$ cat src/rtl/uart_rx.sv
// uart_rx: 16x-oversampling UART receiver with a one-entry holding register.
//
// Decodes frames of 5-8 data bits (LSB first), optional even/odd parity and
// 1 or 2 stop bits. Each decoded character is offered through rx_data with
// a rx_valid/rx_ready handshake. Parity, framing and overrun errors are
// reported alongside the held character.
//
// Ports:
//   clk          system clock
//   reset_n      asynchronous active-low reset
//   rx           serial input, asynchronous, idles high
//   data_bit_num data bits: 00=5, 01=6, 10=7, 11=8
//   stop_bit_num 0 = one stop bit, 1 = two stop bits
//   parity_en    parity bit present
//   parity_type  1 = even, 0 = odd
//   rx_ready     consumer accepts the held character
//   rx_data      held character, LSB-aligned, unused upper bits 0
//   rx_valid     holding register full
//   parity_err   parity mismatch on the held character
//   frame_err    a stop bit of the held character was sampled 0
//   overrun_err  a frame was dropped because the holding register was full
//   rts_n        flow control, 0 = ready to receive (mirrors rx_valid)
module uart_rx #(
  parameter int BAUD_RATE     = 115200,
  parameter int FREQUENCY_CLK = 50000000
) (
  input  logic       clk,
  input  logic       reset_n,
  input  logic       rx,
  input  logic [1:0] data_bit_num,
  input  logic       stop_bit_num,
  input  logic       parity_en,
  input  logic       parity_type,
  input  logic       rx_ready,
  output logic [7:0] rx_data,
  output logic       rx_valid,
  output logic       parity_err,
  output logic       frame_err,
  output logic       overrun_err,
  output logic       rts_n
);

  localparam int DIV_RAW = FREQUENCY_CLK / (BAUD_RATE * 16);
  localparam int DIV     = (DIV_RAW < 2) ? 2 : DIV_RAW;
  localparam int DW      = $clog2(DIV);

  typedef enum logic [2:0] {
    IDLE,
    START,
    DATA,
    PARITY,
    STOP1,
    STOP2
  } state_t;

  state_t      state;
  logic        rx_meta;
  logic        rx_s;
  logic        rx_q;
  logic [DW-1:0] div_cnt;
  logic [3:0]  tcnt;
  logic [2:0]  bit_cnt;
  logic [7:0]  shift;
  logic        parity_bad;
  logic        frame_bad;

  // Frame format captured at the validated start bit, so configuration
  // changes mid-frame only affect the next frame.
  logic [1:0]  data_bits_sh;
  logic        stop2_sh;
  logic        par_en_sh;
  logic        par_type_sh;

  logic        tick;
  logic        sample;
  logic        complete;
  logic        frame_new;
  logic        par_expected;
  logic [2:0]  last_idx;

  assign tick         = (state != IDLE) && (div_cnt == DW'(DIV - 1));
  // Mid-bit point of every bit after the start bit.
  assign sample       = tick && (tcnt == 4'd15);
  assign complete     = sample && (((state == STOP1) && !stop2_sh) || (state == STOP2));
  // Frame error of the completing frame includes the stop bit sampled now.
  assign frame_new    = frame_bad | ~rx_s;
  // Unused upper bits of shift are 0, so the 8-bit reduction covers N bits.
  assign par_expected = par_type_sh ? ^shift : ~^shift;
  assign last_idx     = 3'd4 + {1'b0, data_bits_sh};

  always_ff @(posedge clk or negedge reset_n) begin
    if (!reset_n) begin
      state        <= IDLE;
      rx_meta      <= 1'b1;
      rx_s         <= 1'b1;
      rx_q         <= 1'b1;
      div_cnt      <= '0;
      tcnt         <= 4'd0;
      bit_cnt      <= 3'd0;
      shift        <= 8'd0;
      parity_bad   <= 1'b0;
      frame_bad    <= 1'b0;
      data_bits_sh <= 2'd3;
      stop2_sh     <= 1'b0;
      par_en_sh    <= 1'b0;
      par_type_sh  <= 1'b0;
      rx_data      <= 8'd0;
      rx_valid     <= 1'b0;
      parity_err   <= 1'b0;
      frame_err    <= 1'b0;
      overrun_err  <= 1'b0;
      rts_n        <= 1'b0;
    end else begin
      rx_meta <= rx;
      rx_s    <= rx_meta;
      rx_q    <= rx_s;

      // Held at 0 in IDLE so the divider phase starts fresh on entry to START.
      if (state == IDLE || div_cnt == DW'(DIV - 1))
        div_cnt <= '0;
      else
        div_cnt <= div_cnt + DW'(1);

      if (tick)
        tcnt <= tcnt + 4'd1;

      case (state)
        IDLE: begin
          tcnt <= 4'd0;
          if (rx_q && !rx_s)
            state <= START;
        end
        START: begin
          if (tick && tcnt == 4'd7) begin
            if (rx_s) begin
              state <= IDLE;
            end else begin
              data_bits_sh <= data_bit_num;
              stop2_sh     <= stop_bit_num;
              par_en_sh    <= parity_en;
              par_type_sh  <= parity_type;
              tcnt         <= 4'd0;
              bit_cnt      <= 3'd0;
              shift        <= 8'd0;
              parity_bad   <= 1'b0;
              frame_bad    <= 1'b0;
              state        <= DATA;
            end
          end
        end
        DATA: begin
          if (sample) begin
            shift[bit_cnt] <= rx_s;
            bit_cnt        <= bit_cnt + 3'd1;
            if (bit_cnt == last_idx)
              state <= par_en_sh ? PARITY : STOP1;
          end
        end
        PARITY: begin
          if (sample) begin
            parity_bad <= rx_s ^ par_expected;
            state      <= STOP1;
          end
        end
        STOP1: begin
          if (sample) begin
            if (stop2_sh) begin
              frame_bad <= ~rx_s;
              state     <= STOP2;
            end else begin
              state <= IDLE;
            end
          end
        end
        STOP2: begin
          if (sample)
            state <= IDLE;
        end
        default: state <= IDLE;
      endcase

      // Holding register: a completing frame loads if the slot is empty or
      // being emptied this cycle, otherwise it is dropped as an overrun.
      if (complete) begin
        if (!rx_valid || rx_ready) begin
          rx_data     <= shift;
          parity_err  <= parity_bad;
          frame_err   <= frame_new;
          rx_valid    <= 1'b1;
          rts_n       <= 1'b1;
          overrun_err <= 1'b0;
        end else begin
          overrun_err <= 1'b1;
        end
      end else if (rx_valid && rx_ready) begin
        rx_valid    <= 1'b0;
        rts_n       <= 1'b0;
        parity_err  <= 1'b0;
        frame_err   <= 1'b0;
        overrun_err <= 1'b0;
      end
    end
  end

endmodule

$ cat config.mk
export PLATFORM = sky130hd
export DESIGN_NAME = uart_rx
export DESIGN_NICKNAME = d
export VERILOG_FILES = /design/src/rtl/uart_rx.sv
export SDC_FILE = /design/constraint.sdc
export NUM_CORES = 1
export LEC_CHECK = 0
export CORE_MARGIN = 2
export CORE_UTILIZATION = 40
export CTS_BUF_LIST = sky130_fd_sc_hd__clkbuf_8
export DETAILED_ROUTE_END_ITERATION = 8
export SYNTH_ARGS = -nofsm -noshare
export SYNTH_HDL_FRONTEND = slang
export SYNTH_SLANG_ARGS = --single-unit
export TNS_END_PERCENT = 100
$ cat constraint.sdc
create_clock -name clk -period 2 [get_ports clk]
set_clock_uncertainty 0.15 [all_clocks]
set_input_delay 0.3 -clock clk [delete_from_list [all_inputs] [get_ports clk]]
set_output_delay 0.3 -clock clk [all_outputs]
set_load 0.01 [all_outputs]
==> metrics.md, run 1 <==
| Metric | Value |
|---|---|
| WHS | 0.212 ns |
| Final Hold Viols | 0 |
| Hold EP | rx_s |
| Syn Area/Cell | 10.9 um^2 |
| Vias per cell | 5.14 |
| Vias | 1722 |
| Crit Path Class | flip-flop to flip-flop |
| R2r setup slk | 0.02 ns |
| First-pass GRT wire length | 7930 um |
| Sink Count | 45 |
| Routed len/inst | 13.9 um |
| Clock power frac | 0.287 |
| Clock buffer count from CTS | 5 |
| Crit end category | flip-flop |
| Reg2Reg Capture Point | parity_err |
| Seq/Total Area, Yosys | 0.496 |
| Vias in the first global route | 1672 |
| Finished Cell Area | 2960 um^2 |
| DRT iter0 DRCs | 78 |
| Clock-pin transition on the worst setup and hold timing paths | 0.08 ns |
| Worst hold path startpoint | rx_meta |
| DRT antenna net count | 0 |
| Nets | 275 |
| Reg power frac | 0.561 |
| Largest net degree at the start of global routing | 27 |
| Pre-CTS WS | -0.000550 ns |
| Max IR drop VDD | 0.000380 V |
| DRT Wirelength | 4650 um |
| PnR worst setup slack | 0.0178 ns |
| Pwr dens | 640 nW/um^2 |
| Worst stage delay on the critical path | 0.39 ns |
| Fin crit share | 0.991 |
| Residual DRC | 0 |
| Initial Utilization | 0.414 |
| Register area | 1130 um^2 |
| Crit path launch type | flip-flop |
| Critical path cell sequence | inv_1 > ha_1 > and4b_2 > nand4_4 > nor3b_4 > buf_6 > mux2i_1 > o221ai_1 |
| FP Rows | 27 |
| Layout cell share with drive strength beyond 1 | 0.293 |
| Area of the mapped netlist | 2280 um^2 |
| Worst Max-Slew Pin Slew | 0.480 ns |
| Gate power share | 0.152 |
| CTS tree | built |
| Synthesized flop and latch total | 45 |
| Main synth FF type | dfrtp_1 |
| P_sw | 511 uW |
| Area post-placement | 2760 um^2 |
| Core ar. | 5510 um^2 |
| Fill cell count | 495 |
| Tot Pwr | 1.90 mW |
| Die H | 79.5 um |
| RSZ-0062 raised after global routing | yes |
| Area occupied by multi-input gates | 1140 um^2 |
| Critical path arrival | 2.00 ns |
| Worst path required time | 2.02 ns |
| Post-route insts no fill | 335 |
| CTS root buf | clkbuf_8 |
| Placed cells | 322 |
| Antenna Diode Count | 0 |
| Synth async-reset ratio | 1.00 |
| Yosys warnings | 0 |
| Antenna violations before repair | 0 |
| Die Footprint | 6320 um^2 |
| Dpl hpwl | 3390 um |
| Status | finished clean |
| Routability cong. | 0.825 |
| Max Fclk | 0.504 GHz |
| R2R Path Start | div_cnt[0] |
| Layout area overhead | 30.0% |
| EDFF count, synth | 0 |
| Clk_lat worst skew | 0.29 ns |
| Maximum Capacitance Violations | 0 |
| Drt pass-1 iters | 4 |
| Port Buf Inserts | 21 |
| Slew headroom | 0.680 |
| Die Wd | 79.5 um |
| Syn nets | 223 |
| Hold Path Stages | 0 |
| H-tree Lvls | 2 |
| # setup viols final | 0 |
| CP max FO | 3 |
| Worst min path class | flip-flop to flip-flop |
| Internal power | 1.39 mW |
| Synth cell types | 49 |
| Worst-case reg-to-reg path depth | 8 |
| Total gr overflow | 0 |
| Total GRT Usage | 0.161 |
| Switching Fraction | 0.269 |
| CP max stage cell | dfrtp_1 |
| Final critical-path required period | 1.98 ns |
| Syn Inst Count | 210 |
| Slew Viols, Final | 0 |
| Clk buf depth | 2 |
| Lkg Pwr | 1.28 nW |
| Io pins | 22 |
registers in the layout, indices dropped and copies added, names as in the netlist, 2 cells and up:
name          flops
rx_data           8
bit_cnt           3
shift             8
tcnt              4
state             3
data_bits_sh      2
div_cnt           5
power by group through the flow:
stage | clock (mW) | combinational, mW | sequential, mW
3_3_place_gp | 0 | 0.282 | 1.08
5_1_grt | 0.618 | 0.327 | 1.08
4_1_cts | 0.577 | 0.293 | 1.06
6_report | 0.544 | 0.288 | 1.06
2_1_floorplan | 0 | 0.183 | 1.07
3_5_place_dp | 0 | 0.295 | 1.08
kinds of logic after synthesis:
logic type | count (synthesis) | share of synthesized area
DFF | 45 | 0.496
and+or+nand+nor | 67 | 0.167
muxes | 19 | 0.0911
adders and majority gates | 4 | 0.0219
xor gates and xnor gates | 18 | 0.0691
AOI/OAI and AO/OA | 40 | 0.123
buffers and inverters | 17 | 0.0318
per-layer routing:
layer | global-route usage | share of wire | vias to the layer above
met4 | 0.0569 | 0.019 | 0
li1 | - | - | 852
met2 | 0.239 | 0.46 | 45
met5 | 0 | 0 | -
met1 | 0.228 | 0.47 | 819
met3 | 0.0407 | 0.046 | 6
Yosys cell counts (4+ instances only):
cell type	count	area, um^2
a21oi_1	6	30.0
nor2_1	16	60.1
mux2_2	14	158
clkbuf_1	4	15.0
mux2i_1	5	50.1
nand3_1	6	30.0
buf_2	4	20.0
nand2_1	19	71.3
xnor2_1	12	105
dfstp_2	5	131
o21ai_0	11	55.1
xor2_1	6	52.6
inv_1	8	30.0
dfrtp_1	40	1000
a31oi_1	4	25.0
ha_1	4	50.1
stage by stage:
stage | TNS [ns] | utilization
after floorplan | -0.0317 | -
final | 0 | 0.538
after global routing | -0.904 | 0.538
after global placement | 0 | 0.501
after detailed placement | -0.000550 | 0.501
after CTS | -0.0287 | 0.524
repair_timing:
item,4_1_cts,5_1_grt
gates resized for setup,2,11
hold buffers,1,0
setup endpoints to repair,2,27
pin swaps,2,6
setup buffers,1,3
endpoints found under the hold margin,17,0
worst max-delay path by stage:
stage | endpoint | slack (ns) | depth (start not counted) | startpoint
finish | parity_err | 0.02 | 8 | div_cnt[0]
CTS | parity_err | -0.01 | 8 | div_cnt[0]
global placement | shift[1] | 0.01 | 6 | state[1]
detailed placement | parity_err | -0.0006 | 8 | div_cnt[0]
global route | parity_err | -0.10 | 8 | div_cnt[0]
floorplan | rx_data[0] | -0.004 | 7 | div_cnt[0]
cells in the final DEF, fill, tap and decap left out, types with 6 or more instances in the layout:
master,n
mux2_2,14
xnor2_1,12
nand3_1,6
buf_4,29
dfrtp_1,40
xor2_1,6
nand2_1,19
clkdlybuf4s50_1,20
o21ai_0,11
inv_1,9
nor2_1,16
worst max-delay path, delay by kind of cell (launching register included):
kind	cells	cell delay, ns
adders and majority gates	1	0.15
and+or+nand+nor	3	0.68
muxes	1	0.18
DFF	1	0.39
buffers and inverters	2	0.21
AOI/OAI and AO/OA	1	0.11
layout make-up:
type / instances / area share
Multi-Input combinational cell: 148 / 0.385
Inverter: 8 / 0.0101
Timing Repair Buffer: 54 / 0.163
Clock inverter: 3 / 0.00633
Tap cell: 72 / 0.0304
Clock buffer: 5 / 0.0232
Sequential cell: 45 / 0.382
Power figures use the tool's default switching activity.
==> run 2: changes to the inputs <==
RECOVER_POWER = 100   (was not set)
==> run 2 against run 1 <==
  * Sequential share of layout area rose by 0.56 points
  * Critical endpoint is now shift[2]
  * Largest cell class is now registers
  * Wire length is 0.34% higher
  * Non-clock buffer count unchanged
  * Sequential cell count stayed put
==> metrics.md, run 2 (synthesis gave the netlist of run 1 again) <==
| Metric | Value |
|---|---|
| Critical path arrival | 2.05 ns |
| Initial Utilization | 0.414 |
| Tot Pwr | 1.89 mW |
| Crit end category | flip-flop |
| Vias per cell | 5.10 |
| Die Footprint | 6320 um^2 |
| First-pass GRT wire length | 7930 um |
| Drt pass-1 iters | 4 |
| Lkg Pwr | 1.28 nW |
| Routed len/inst | 13.9 um |
| Final critical-path required period | 1.99 ns |
| Switching Fraction | 0.269 |
| Vias | 1709 |
| Fin crit share | 0.996 |
| Fill cell count | 507 |
| Register area | 1130 um^2 |
| Dpl hpwl | 3390 um |
| Worst Max-Slew Pin Slew | 1.07 ns |
| Total gr overflow | 0 |
| CP max FO | 4 |
| Die H | 79.5 um |
| Gate power share | 0.149 |
| Total GRT Usage | 0.161 |
| DRT antenna net count | 0 |
| Clock-pin transition on the worst setup and hold timing paths | 0.08 ns |
| Slew Viols, Final | 0 |
| Crit path launch type | flip-flop |
| Worst path required time | 2.06 ns |
| Clock power frac | 0.288 |
| Sink Count | 45 |
| Final TNS setup | 0 ns |
| Area post-placement | 2760 um^2 |
| Die Wd | 79.5 um |
| Largest net degree at the start of global routing | 27 |
| Antenna Diode Count | 0 |
| RSZ-0062 raised after global routing | yes |
| DRT iter0 DRCs | 85 |
| Routability cong. | 0.825 |
| Reg power frac | 0.563 |
| Vias in the first global route | 1672 |
| H-tree Lvls | 2 |
| Area occupied by multi-input gates | 1130 um^2 |
| Most frequent cells in the layout | 40 x dfrtp_1, 24 x buf_4, 19 x nand2_1 |
| CTS root buf | clkbuf_8 |
| Maximum Capacitance Violations | 0 |
| Antenna violations before repair | 0 |
| Finished Cell Area | 2920 um^2 |
| Status | finished clean |
| DRT Wirelength | 4660 um |
| Port Buf Inserts | 21 |
| Clk_lat worst skew | 0.30 ns |
| Io pins | 22 |
| Worst min path class | flip-flop to flip-flop |
| Layout area overhead | 28.1% |
| Largest registers | rx_data x8, shift x8, div_cnt x5 |
| CTS tree | built |
| Nets | 275 |
| Max IR drop VDD | 0.000380 V |
| FP Rows | 27 |
| Core ar. | 5510 um^2 |
| Residual DRC | 0 |
| Commonest non-fill, non-tap cell in the layout | dfrtp_1 |
| Pwr dens | 647 nW/um^2 |
| Clock buffer count from CTS | 5 |
| Max Fclk | 0.502 GHz |
| # setup viols final | 0 |
| Layout cell share with drive strength beyond 1 | 0.278 |
| Crit Path Class | flip-flop to flip-flop |
| Core Util, Final | 0.531 |
| Internal power | 1.38 mW |
| Clk buf depth | 2 |
| Slew headroom | 0.284 |
| Final Hold Viols | 0 |
| Pre-CTS WS | -0.000550 ns |
| P_sw | 509 uW |
| PnR worst setup slack | 0.00761 ns |
## run 2: changes by cell type in the layout (fill, tap and decap cells not counted), moves of 2 or more
| cell | delta |
|---|---|
| clkdlybuf4s50_1 | -12 |
| buf_4 | -5 |
| clkbuf_2 | +2 |
| clkbuf_1 | +3 |
| dlygate4sd3_1 | +12 |
## run 2: final timing paths
| path | start | to | slack (ns) | cells after the start |
|---|---|---|---|---|
| worst min-delay path | rx_meta | rx_s | 0.21 | 0 |
| min in group asynchronous | reset_n | div_cnt[0] | 0.57 | 2 |
| max in group asynchronous | reset_n | rx_s | 0.16 | 3 |
| worst max register to register | state[1] | shift[2] | 0.008 | 4 |
| worst min register to register | rx_meta | rx_s | 0.21 | 0 |
| worst max-delay path | state[1] | shift[2] | 0.008 | 4 |
## run 2: repair_timing
action	4_1_cts	5_1_grt
setup endpoints to repair	2	27
hold endpoints to repair	17	0
resized for setup	2	11
buffers inserted	1	3
pin swaps	2	6
hold buffers	1	0
## run 2: final cells by class
type	instances	share of cell area
clock inverter	3	0.00642
multi-input combinational	148	0.386
tap	72	0.0308
sequential	45	0.388
timing repair buffer	54	0.155
clock buffer	5	0.0236
inverter	8	0.0103
## run 2: critical path, cell delays in order (launching register included)
cell and delay [ns]:
dfrtp_1 0.40, or4b_4 0.53, a211oi_2 0.37, nand4_1 0.20, o31ai_1 0.25
## run 2: stage by stage
step / std cells / hold slack [ns]
6_report: 335 / 0.212
5_1_grt: 335 / 0.222
4_1_cts: 332 / 0.213
3_5_place_dp: 322 / 0.148
3_3_place_gp: 322 / 0.141
2_1_floorplan: 210 / -0.146
## run 2: per-layer routing
metal  up-vias  GRT usage  routed length, um
met5         -          0                  0
met4         0     0.0569                 73
met3         4     0.0407                193
met2        39      0.239               2170
met1       815      0.228               2230
li1        851          -                  -
## run 2: power groups by stage
stage	registers, mW	logic (mW)	clock network, mW
final	1.06	0.283	0.545
after global routing	1.08	0.321	0.618
after CTS	1.06	0.293	0.577
after global placement	1.08	0.282	0
after floorplan	1.07	0.183	0
after detailed placement	1.08	0.295	0
